===== config.mk =====
export PLATFORM = sky130hd
export DESIGN_NAME = prio_arbiter_msb_to_lsb_hold
export DESIGN_NICKNAME = d
export VERILOG_FILES = /design/src/rtl/prio_arb_pkg.sv /design/src/rtl/prio_arbiter_msb_to_lsb_hold_pick.sv /design/src/rtl/prio_arbiter_msb_to_lsb_hold.sv
export SDC_FILE = /design/constraint.sdc
export NUM_CORES = 1
export LEC_CHECK = 0
export CORE_AREA = 2 2 43 45
export DETAILED_ROUTE_END_ITERATION = 6
export DIE_AREA = 0 0 45 47
export PLACE_DENSITY = 0.73
export SETUP_SLACK_MARGIN = 0.4
export SLEW_MARGIN = 20
export SYNTH_ARGS = -nofsm -noshare
export SYNTH_HDL_FRONTEND = slang
export SYNTH_SLANG_ARGS = --single-unit

===== constraint.sdc =====
create_clock -name clk -period 1.9 [get_ports clk]
set_clock_uncertainty 0.1 [all_clocks]
set_input_delay 0.285 -clock clk [delete_from_list [all_inputs] [get_ports clk]]
set_output_delay 0.285 -clock clk [all_outputs]
set_load 0.05 [all_outputs]

===== src/rtl/prio_arb_pkg.sv =====
// Shared types and helpers for the MSB-first hold arbiter.
package prio_arb_pkg;

    typedef enum logic {
        IDLE = 1'b0,
        HOLD = 1'b1
    } arb_state_e;

    // Index of the highest set bit; 0 when the vector is empty.
    function automatic logic [4:0] msb_index(input logic [31:0] vec);
        logic [4:0] idx;
        idx = '0;
        for (int i = 0; i < 32; i++) begin
            if (vec[i]) begin
                idx = 5'(i);
            end
        end
        return idx;
    endfunction

endpackage


===== src/rtl/prio_arbiter_msb_to_lsb_hold_pick.sv =====
// Combinational winner selection: highest-index bit of vec not masked by excl.
module prio_pick_msb #(
    parameter int SIZE = 4
) (
    input  logic [SIZE-1:0] vec,
    input  logic [SIZE-1:0] excl,
    output logic [SIZE-1:0] onehot,
    output logic            valid
);

    logic [SIZE-1:0] masked;

    always_comb begin
        masked = vec & ~excl;
        onehot = '0;
        for (int i = 0; i < SIZE; i++) begin
            if (masked[i]) begin
                onehot    = '0;
                onehot[i] = 1'b1;
            end
        end
        valid = |masked;
    end

endmodule


===== src/rtl/prio_arbiter_msb_to_lsb_hold.sv =====
// Fixed-priority (MSB highest) arbiter that holds a grant until done, abort or hold-limit timeout.
module prio_arbiter_msb_to_lsb_hold
    import prio_arb_pkg::*;
#(
    parameter int SIZE     = 4,
    parameter int MAX_HOLD = 16,
    localparam int IDW     = (SIZE > 1) ? $clog2(SIZE) : 1
) (
    input  logic            clk,
    input  logic            rst_n,
    input  logic [SIZE-1:0] req,
    input  logic            done,
    output logic [SIZE-1:0] gnt,
    output logic [IDW-1:0]  gnt_id,
    output logic            busy,
    output logic            timeout
);

    localparam int             CW       = $clog2(MAX_HOLD + 1);
    localparam logic [CW-1:0]  HOLD_MAX = CW'(MAX_HOLD);

    arb_state_e      state_q, state_d;
    logic [SIZE-1:0] gnt_q, gnt_d;
    logic [IDW-1:0]  gnt_id_q, gnt_id_d;
    logic            busy_q, busy_d;
    logic            timeout_q, timeout_d;
    logic [CW-1:0]   cnt_q, cnt_d;

    logic [SIZE-1:0] pick_excl;
    logic [SIZE-1:0] pick_onehot;
    logic            pick_valid;
    logic            granted_req;
    logic [31:0]     gnt_vec;

    // In HOLD the current holder is always excluded; arbitration only matters there on done/timeout.
    assign pick_excl   = (state_q == HOLD) ? gnt_q : '0;
    assign granted_req = |(req & gnt_q);

    prio_pick_msb #(
        .SIZE (SIZE)
    ) u_pick (
        .vec    (req),
        .excl   (pick_excl),
        .onehot (pick_onehot),
        .valid  (pick_valid)
    );

    always_comb begin
        state_d   = state_q;
        gnt_d     = gnt_q;
        cnt_d     = cnt_q;
        timeout_d = 1'b0;
        gnt_vec   = '0;

        case (state_q)
            IDLE: begin
                if (pick_valid) begin
                    gnt_d   = pick_onehot;
                    cnt_d   = CW'(1);
                    state_d = HOLD;
                end else begin
                    gnt_d = '0;
                    cnt_d = '0;
                end
            end
            HOLD: begin
                // done outranks a simultaneous request drop; an abort never re-arbitrates.
                if (done || (granted_req && cnt_q == HOLD_MAX)) begin
                    timeout_d = ~done;
                    if (pick_valid) begin
                        gnt_d = pick_onehot;
                        cnt_d = CW'(1);
                    end else begin
                        gnt_d   = '0;
                        cnt_d   = '0;
                        state_d = IDLE;
                    end
                end else if (!granted_req) begin
                    gnt_d   = '0;
                    cnt_d   = '0;
                    state_d = IDLE;
                end else if (cnt_q != HOLD_MAX) begin
                    cnt_d = cnt_q + CW'(1);
                end
            end
            default: begin
                gnt_d   = '0;
                cnt_d   = '0;
                state_d = IDLE;
            end
        endcase

        gnt_vec  = 32'(gnt_d);
        gnt_id_d = IDW'(msb_index(gnt_vec));
        busy_d   = |gnt_d;
    end

    always_ff @(posedge clk or negedge rst_n) begin
        if (!rst_n) begin
            state_q   <= IDLE;
            gnt_q     <= '0;
            gnt_id_q  <= '0;
            busy_q    <= 1'b0;
            timeout_q <= 1'b0;
            cnt_q     <= '0;
        end else begin
            state_q   <= state_d;
            gnt_q     <= gnt_d;
            gnt_id_q  <= gnt_id_d;
            busy_q    <= busy_d;
            timeout_q <= timeout_d;
            cnt_q     <= cnt_d;
        end
    end

    assign gnt     = gnt_q;
    assign gnt_id  = gnt_id_q;
    assign busy    = busy_q;
    assign timeout = timeout_q;

endmodule


# ---- After elaboration in Yosys (flattened, before gate mapping)
# Cells that the tools add are included.
dict set report op_classes {
  addsub 1
  multipliers 0
  n_div 0
  n_lt_le_gt_ge 0
  n_eq_ne 3
  shifts 0
  mux 23
  n_bitwise 5
  reduce_logical 5
}
# op count
set ops {}
lappend ops {{4-bit two-way mux} 5}
lappend ops {{5-bit two-way mux} 3}
lappend ops {{4-bit OR reduction} 3}
lappend ops {{5-bit one-hot mux with 2 select lines} 1}
lappend ops {{4-bit AND} 2}
lappend ops {{1-bit two-way mux} 8}
lappend ops {{4-bit one-hot mux with 2 select lines} 1}
lappend ops {{2-bit two-way mux} 3}
lappend ops {{5-bit by 1-bit adder with 5-bit output, second input constant} 1}
lappend ops {{5-bit equality test, second input constant} 1}
lappend ops {{5-bit != test, second input constant} 1}
lappend ops {{4-bit by 2-bit != test with 1-bit output, second input constant} 1}
lappend ops {{4-bit NOT} 1}
lappend ops {{3-bit two-way mux} 1}
lappend ops {{1-bit NOT} 2}
lappend ops {{1-bit one-hot mux with 2 select lines} 1}
lappend ops {{1-bit logical AND} 1}
lappend ops {{1-bit logical OR} 1}
dict set report totals {
  regBits 14
  latch_bits 0
  ramBits 0
  romBits 0
  out_inout_bits 8
  elab_cells 43
  mem_count 0
}

# ---- Longest topological paths before layout
# Gate-level depths: netlist of the first run.
dict set report depth {
  word_depth 13
  depth_mapped 7
  mapped_depth_nobuf 7
}

# ---- Modules after synthesis
# A second synthesis of the first run with hierarchy kept.
dict set report unflattened {
  cells_unflattened 77
  area_unflattened_um2 805.8
}
# mod n_inst cells_per_inst area_per_inst_um2
set modules_own_cells {}
lappend modules_own_cells {prio_arbiter_msb_to_lsb_hold 1 68 718.2}
lappend modules_own_cells {prio_pick_msb 1 9 87.6}

# ---- Least setup slack after synthesis of the first run
# Ideal clock, no wire load.
dict set report synth_timing {
  path_type {reg-to-reg}
  from {register gnt_q[3] (netlist: gnt[3])}
  to {register busy_q (netlist: busy)}
  setup_time_ns 0.130
  t_arrival_ns 1.559
  t_required_ns 1.670
  path_slack_ns 0.112
  path_stages_with_launch 6
  path_buffers 0
  period_less_slack_ns 1.788
  path_cell_list {dfrtp_1 -> nand2b_1 -> o221a_2 -> o22ai_1 -> a2bb2o_2 -> nand3b_1}
}
dict set report synth_between {
  elab_chain_len 8
}
# element line_no
set synth_rtl {}
lappend synth_rtl {{from (decl)} prio_arbiter_msb_to_lsb_hold.sv:23} ;# logic [SIZE-1:0] gnt_q, gnt_d;
lappend synth_rtl {{from (signal assigned)} prio_arbiter_msb_to_lsb_hold.sv:108} ;# gnt_q <= gnt_d;
lappend synth_rtl {{4-bit two-way mux} prio_arbiter_msb_to_lsb_hold.sv:36} ;# assign pick_excl = (state_q == HOLD) ? gnt_q : '0;
lappend synth_rtl {{4-bit NOT} prio_arbiter_msb_to_lsb_hold_pick.sv:14} ;# masked = vec & ~excl;
lappend synth_rtl {{4-bit AND} prio_arbiter_msb_to_lsb_hold_pick.sv:14}
lappend synth_rtl {{4-bit OR reduction / 4-bit two-way mux (equally long branches)} {prio_arbiter_msb_to_lsb_hold_pick.sv:22, prio_arbiter_msb_to_lsb_hold_pick.sv:17}}
lappend synth_rtl {{4-bit two-way mux} {prio_arbiter_msb_to_lsb_hold.sv:57, prio_arbiter_msb_to_lsb_hold.sv:70}}
lappend synth_rtl {{4-bit two-way mux} prio_arbiter_msb_to_lsb_hold.sv:68} ;# if (done || (granted_req && cnt_q == HOLD_MAX)) begin
lappend synth_rtl {{4-bit one-hot mux with 2 select lines (*)} prio_arbiter_msb_to_lsb_hold.sv:55} ;# case (state_q)
lappend synth_rtl {{4-bit OR reduction (*)} prio_arbiter_msb_to_lsb_hold.sv:95} ;# busy_d = |gnt_d;
lappend synth_rtl {{named net busy_d} prio_arbiter_msb_to_lsb_hold.sv:25} ;# logic busy_q, busy_d;
lappend synth_rtl {{to (signal assigned)} prio_arbiter_msb_to_lsb_hold.sv:110} ;# busy_q <= busy_d;
lappend synth_rtl {{to (decl)} prio_arbiter_msb_to_lsb_hold.sv:25}
# The timed path passes the listed nets; every way through them passes the cells marked *.
# A chain may end at the register's enable or synchronous reset.

# ---- Worst setup path in the final report of the first run
dict set report layout_timing {
  from {register cnt_q[0]}
  to {register gnt_id_q[0] (netlist: gnt_id[0])}
}
# element line_no
set layout_rtl {}
lappend layout_rtl {{from (decl)} prio_arbiter_msb_to_lsb_hold.sv:27} ;# logic [CW-1:0] cnt_q, cnt_d;
lappend layout_rtl {{from (signal assigned)} prio_arbiter_msb_to_lsb_hold.sv:112} ;# cnt_q <= cnt_d;
lappend layout_rtl {{5-bit equality test} prio_arbiter_msb_to_lsb_hold.sv:68}
lappend layout_rtl {{1-bit logical AND} prio_arbiter_msb_to_lsb_hold.sv:68}
lappend layout_rtl {{1-bit logical OR} prio_arbiter_msb_to_lsb_hold.sv:68}
lappend layout_rtl {{4-bit two-way mux} prio_arbiter_msb_to_lsb_hold.sv:68}
lappend layout_rtl {{4-bit one-hot mux with 2 select lines} prio_arbiter_msb_to_lsb_hold.sv:55}
lappend layout_rtl {{named net gnt_d[3]} prio_arbiter_msb_to_lsb_hold.sv:23}
lappend layout_rtl {{2-bit two-way mux} prio_arb_pkg.sv:14} ;# if (vec[i]) begin
lappend layout_rtl {{named net gnt_id_d[0]} prio_arbiter_msb_to_lsb_hold.sv:24} ;# logic [IDW-1:0] gnt_id_q, gnt_id_d;
lappend layout_rtl {{to (signal assigned)} prio_arbiter_msb_to_lsb_hold.sv:109} ;# gnt_id_q <= gnt_id_d;
lappend layout_rtl {{to (decl)} prio_arbiter_msb_to_lsb_hold.sv:24}
# The timed path passes the listed nets, and every way through them passes these cells.

==> impl_metrics.json, run 1 <==
{
  "status": "complete, no violations",
  "r2r_cells": 7,
  "io_buffer_count": 14,
  "slowest_delay_ns": 0.40,
  "cts.sink_count": 14,
  "cts_tree": "yes",
  "seq_area_frac_synth_pct": 46.1,
  "synthesis.nets": 80,
  "p_int_mw": 0.818,
  "drive_above_1_share_pct": 46.5,
  "pin_count": 15,
  "final_core_util_pct": 67.3,
  "dieArea_mm2": 0.00212,
  "vias": 674,
  "fin_ws_ns": 0.300,
  "synthTopCellsByArea": "dfrtp_1 (46%), nor2_1 (3.5%), a22o_1 (3.5%), ha_1 (3.3%), nand3b_1 (3.0%)",
  "wl_per_cell_um": 15.1,
  "wl_um": 1780,
  "tns_ns": 0,
  "dr.pass1.iters": 6,
  "final_hold_viol_count": 0,
  "syn_inst": 71,
  "crit_path_start_kind": "flop",
  "path_cells": "inv_2 -> ha_4 -> and4bb_4 -> a211oi_4 -> a21oi_1 -> o21ai_1 -> a21o_1",
  "worstPathRequired_ns": 1.98,
  "htree_levels": 1,
  "gp_congestion": 0.785,
  "rrSetupSlack_ns": 0.30,
  "grtUsageTotal_pct": 18.9,
  "drtAntennaViolNets": 0,
  "fmax_mhz": 625,
  "p_comb_share_pct": 53.0,
  "slew_violations": 0,
  "syn_area_per_cell_um2": 10.7,
  "yosysWarnings": 0,
  "grt_overflow": 0,
  "period_minus_slack_ns": 1.60,
  "place_inst": 104,
  "swShare_pct": 43.1,
  "r2r_start": "cnt_q[0]",
  "clk_latency_ns": 0.29,
  "coreArea_mm2": 0.00165,
  "cts_buffers": 3,
  "synth-seq-cells": 14,
  "synth_edf_count": 0,
  "crit_type": "reg2reg",
  "hp-class": "in2async",
  "finalPower_mw": 1.44,
  "clockRootBuffer": "clkbuf_4",
  "tightest_slew_ns": 0.623,
  "synth_top_area_share_pct": 46.1,
  "slowest_stage": "dfrtp_1",
  "seqPwrFrac_pct": 32.1,
  "netlist-cell-type-count": 32,
  "crit_fanout": 5,
  "rows": 15,
  "top_layer_used": "met4",
  "drc": 0,
  "grt_pass1_vias": 640,
  "p_leak_nw": 0.508,
  "finalSetupViolCount": 0,
  "drt-met1-wl_um": 732,
  "worstReg2RegEnd": "gnt_id[0]",
  "place_ws_ns": -0.0517,
  "p_per_area_mw_per_mm2": 1290,
  "clockBufferDepth": 2,
  "switchingPower_mw": 0.618,
  "relSlewSlack_pct": 58.3,
  "die_width_um": 45,
  "first_iter_violations": 9,
  "async_flop_share_pct": 100,
  "cts_hold_buffers": 0,
  "met3_length_um": 94,
  "die_h_um": 47,
  "setup.worst_path.end_class": "flop",
  "avgViaCountPerCell": 5.71,
  "antenna_cells": 0,
  "wl_met2_um": 915,
  "rsz0062_at_grt": "true",
  "grt_first_pass_wirelength_um": 2760,
  "syn_area_um2": 761,
  "start_util_pct": 46.1,
  "cp.arrival_ns": 1.68,
  "synth_flop_cell": "dfrtp_1",
  "yosysTopAreaCell": "dfrtp_1",
  "finalNonFillerCells": 118,
  "min_period_over_period_pct": 84.2,
  "maxCapViolCount": 0,
  "grt_max_degree": 15,
  "irDropWorstVdd_v": 0.000934,
  "dp_hpwl_um": 1180,
  "area_growth_pct": 46.2,
  "fin_nets": 111,
  "antenna_found_initial": 0,
  "p_clk_share_pct": 14.9,
  "clk_pin_slew_ns": 0.09
}
==> logic make-up (layout without fill, tap and decap cells) <==
logic type / count (synthesis) / after routing / synth area share (%)
buf+inv: 5 / 35 / 2.47
compound gates: 21 / 21 / 24.3
flops: 14 / 14 / 46.1
fa+ha+maj: 2 / 2 / 3.29
simple gates: 26 / 26 / 20.4
xor+xnor: 3 / 3 / 3.45
==> stage by stage <==
| step | hold WS [ns] | cell area, µm² |
|---|---|---|
| floorplan | -0.111 | 766 |
| global placement | 0.448 | 932 |
| detailed placement | 0.466 | 932 |
| CTS | 0.294 | 1080 |
| global route | 0.325 | 1110 |
| finish | 0.277 | 1110 |
==> cell usage after synthesis, types with 2 or more instances <==
master / n
xor2_1: 2
o21ai_1: 2
nand3_1: 2
dfrtp_1: 14
nand2b_1: 2
inv_1: 5
nor2_1: 7
a22o_1: 3
nor2b_1: 2
ha_1: 2
a21oi_1: 3
nand3b_1: 3
nand2_1: 5
==> layer usage <==
metal / up-vias / GRT usage [%]
met5: - / 0
met2: 23 / 32.0
met3: 6 / 6.92
li1: 320 / -
met4: 0 / 7.06
met1: 325 / 22.0
==> final cells by class <==
cell class | count | area, µm²
clock buffer | 4 | 36.3
fill | 132 | 539
inverter | 5 | 18.8
multi-input combinational | 52 | 475
sequential | 14 | 357
tap | 17 | 21.3
timing repair buffer | 26 | 204
==> sequential cells by signal, summed over array words and instances, names as in the netlist <==
signal   cells
busy         1
cnt_q        5
gnt          4
gnt_id       2
state_q      1
timeout      1
==> repair_timing <==
action | 4_1_cts | 5_1_grt
pin swaps | 11 | 2
setup endpoints to repair | 14 | 11
resized for setup | 22 | 9
setup buffers | 9 | 1
==> worst max-delay path by stage <==
stage          slack [ns]  cells after the start  startpoint   endpoint
3_3_place_gp        -0.01                      6      req[3]       busy
6_report             0.30                      7    cnt_q[0]  gnt_id[0]
5_1_grt              0.23                      7    cnt_q[0]  gnt_id[0]
3_5_place_dp        -0.05                      6      req[3]  gnt_id[0]
4_1_cts              0.34                      7    cnt_q[0]  gnt_id[0]
2_1_floorplan        0.24                      5      gnt[1]  gnt_id[0]
==> worst max-delay path, delay by kind of cell, from the launching register on <==
kind | cells | cell delay, ns
adders and majority gates | 1 | 0.15
AOI/OAI and AO/OA | 4 | 0.45
buffers and inverters | 1 | 0.09
and+or+nand+nor | 1 | 0.30
DFF | 1 | 0.40
==> power groups by stage <==
stage	Clock, mW	Sequential (mW)	Combinational [mW]
finish	0.215	0.460	0.761
global route	0.234	0.474	0.803
global placement	0	0.458	0.607
detailed placement	0	0.460	0.614
floorplan	0	0.631	0.232
CTS	0.219	0.456	0.719
==> cell usage in the layout (no fill, tap or decap), types with 2 or more instances in the layout <==
master / instances
nor2_1: 6
dlygate4sd2_1: 2
clkbuf_2: 3
clkdlybuf4s50_1: 4
xor2_1: 2
buf_4: 16
clkbuf_4: 3
nand2_1: 4
a22o_1: 3
nand3_1: 2
inv_2: 2
o21ai_1: 2
inv_1: 3
dfrtp_1: 9
nand3b_1: 3
a21oi_1: 2
dfrtp_2: 5
nand2_4: 2
No activity file was read; power rests on OpenSTA's default activity.
==> run 2, diff against run 1 <==
==> constraint.sdc (replaced) <==
create_clock -name clk -period 1.64 [get_ports clk]
set_clock_uncertainty 0.1 [all_clocks]
set_input_delay 0.246 -clock clk [delete_from_list [all_inputs] [get_ports clk]]
set_output_delay 0.246 -clock clk [all_outputs]
set_load 0.05 [all_outputs]
==> run 2 against run 1 <==
Net effect:
- the flow now finishes with violations (setup timing)
- non-clock buffer count increased by 16
- sequential power is 16% higher
- final cell count grew 14%
- register-to-register slack got worse by 0.33 ns
- hold slack lost 0.12 ns
- global-route usage up 5.7 points
- largest cell class unchanged
- highest routed layer unchanged
==> impl_metrics.json, run 2 (same netlist as run 1, synthesis figures left out) <==
{
  "status": "complete, but fails checks",
  "violations": "setup timing",
  "irDropWorstVdd_v": 0.000963,
  "place_ws_ns": -0.277,
  "slew_violations": 0,
  "hold_ws_ns": 0.154,
  "met1_usage_pct": 28.3,
  "first_iter_violations": 16,
  "setup.worst_path.end_class": "flop",
  "pin_count": 15,
  "fin_nets": 127,
  "grt.busiest_layer": "met2",
  "clk_pin_slew_ns": 0.09,
  "io_buffer_count": 14,
  "die_h_um": 47,
  "grt_max_degree": 15,
  "design_area_mm2": 0.00134,
  "area_growth_pct": 75.7,
  "wl_per_cell_um": 16.6,
  "grt_pass1_vias": 766,
  "grt_first_pass_wirelength_um": 3610,
  "antenna_cells": 0,
  "vias": 750,
  "p_leak_nw": 0.616,
  "path_cells": "inv_2 -> ha_4 -> and4bb_4 -> buf_6 -> nor2_4 -> a22o_1 -> a22o_1",
  "crit_top_cell": "a22o_1",
  "slowest_stage": "dfrtp_1",
  "final_core_util_pct": 80.9,
  "dp_hpwl_um": 1380,
  "die_width_um": 45,
  "final_hold_viol_count": 0,
  "clockRootBuffer": "clkbuf_4",
  "grt_use_met2_pct": 44.3,
  "tightest_slew_ns": 0.258,
  "min_period_over_period_pct": 102,
  "mostFrequentLayoutCells": "buf_4 (24), dfrtp_1 (10), buf_6 (8), clkdlybuf4s50_1 (6)",
  "dr.pass1.iters": 4,
  "fillers": 92,
  "rsz0062_at_grt": "true",
  "top_register": "cnt_q",
  "crit_type": "reg2reg",
  "cts_tree": "yes",
  "largest_register_ffs": 5,
  "finalSetupViolCount": 2,
  "fmax_mhz": 599,
  "cts_buffers": 3,
  "maxCapViolCount": 0,
  "finalPower_mw": 1.92,
  "start_util_pct": 46.1,
  "wl_um": 2230,
  "placed_cell_area_mm2": 0.00109,
  "coreArea_mm2": 0.00165,
  "gp_congestion": 0.724,
  "fin_ws_ns": -0.0291,
  "clockBufferDepth": 2,
  "worstPathRequired_ns": 1.73,
  "grt_overflow": 0,
  "antenna_found_initial": 0,
  "drive_above_1_share_pct": 59.8,
  "dieArea_mm2": 0.00212,
  "clk_latency_ns": 0.30,
  "slowest_delay_ns": 0.41,
  "rows": 15,
  "r2r_cells": 7,
  "htree_levels": 1,
  "drtAntennaViolNets": 0,
  "avgViaCountPerCell": 5.60,
  "cp.arrival_ns": 1.76,
  "p_per_area_mw_per_mm2": 1440,
  "period_minus_slack_ns": 1.67,
  "met3_usage_pct": 4.62,
  "hp-class": "in2async",
  "relSlewSlack_pct": 82.6,
  "crit_path_start_kind": "flop",
  "grtUsageTotal_pct": 24.7,
  "rrSetupSlack_ns": -0.03,
  "final_common_cell": "buf_4",
  "drc": 0,
  "cts.sink_count": 14,
  "crit_fanout": 3
}
[run 2: critical path, delay by kind of cell, from the launching register on]
kind | cells | cell delay, ns
simple gates | 2 | 0.30
flops | 1 | 0.41
compound gates | 2 | 0.42
fa+ha+maj | 1 | 0.14
buf+inv | 2 | 0.20
[run 2: area by class of cell]
class                   count  area (µm²)  share of cell area, %
clock buffers               4        36.3                   2.72
inverters                   5        18.8                   1.40
multi-input cells          52         494                   37.0
flip-flops and latches     14         355                   26.6
well taps                  17        21.3                   1.59
repair buffers             42         410                   30.7
[run 2: per-layer routing]
| layer | wire length, µm | share of wire, % | vias to the layer above |
|---|---|---|---|
| met1 | 897 | 40 | 369 |
| li1 | - | - | 354 |
| met2 | 1210 | 54 | 18 |
| met4 | 52 | 2.3 | 0 |
| met5 | 0 | 0 | - |
| met3 | 66 | 3.0 | 9 |
[run 2: worst paths after layout]
kind,startpoint,endpoint
worst max-delay path,cnt_q[0],cnt_q[0]
worst min-delay path,rst_n,cnt_q[2]
worst max register to register,cnt_q[0],cnt_q[0]
worst min register to register,cnt_q[4],cnt_q[4]
max in group asynchronous,rst_n,gnt[1]
min in group clk,cnt_q[4],cnt_q[4]
[run 2: power breakdown]
part | internal [mW] | switching [mW] | leakage (nW) | total (mW)
sequential | 0.435 | 0.0965 | 0.174 | 0.532
combinational | 0.552 | 0.575 | 0.422 | 1.13
clock | 0.136 | 0.127 | 0.0210 | 0.263
[run 2: through the flow]
step,TNS [ns],std cells
6_report,-0.0544,134
5_1_grt,-0.582,134
4_1_cts,-0.0119,130
3_5_place_dp,-1.61,119
3_3_place_gp,-1.31,119
2_1_floorplan,-0.0219,71
[run 2: what timing repair did]
| action | CTS | global route |
|---|---|---|
| pin swaps | 6 | 6 |
| resized for setup | 18 | 11 |
| hold endpoints to repair | 0 | 0 |
| setup buffers | 7 | 4 |
| endpoints found under the setup margin | 18 | 19 |
| hold buffers | 0 | 0 |
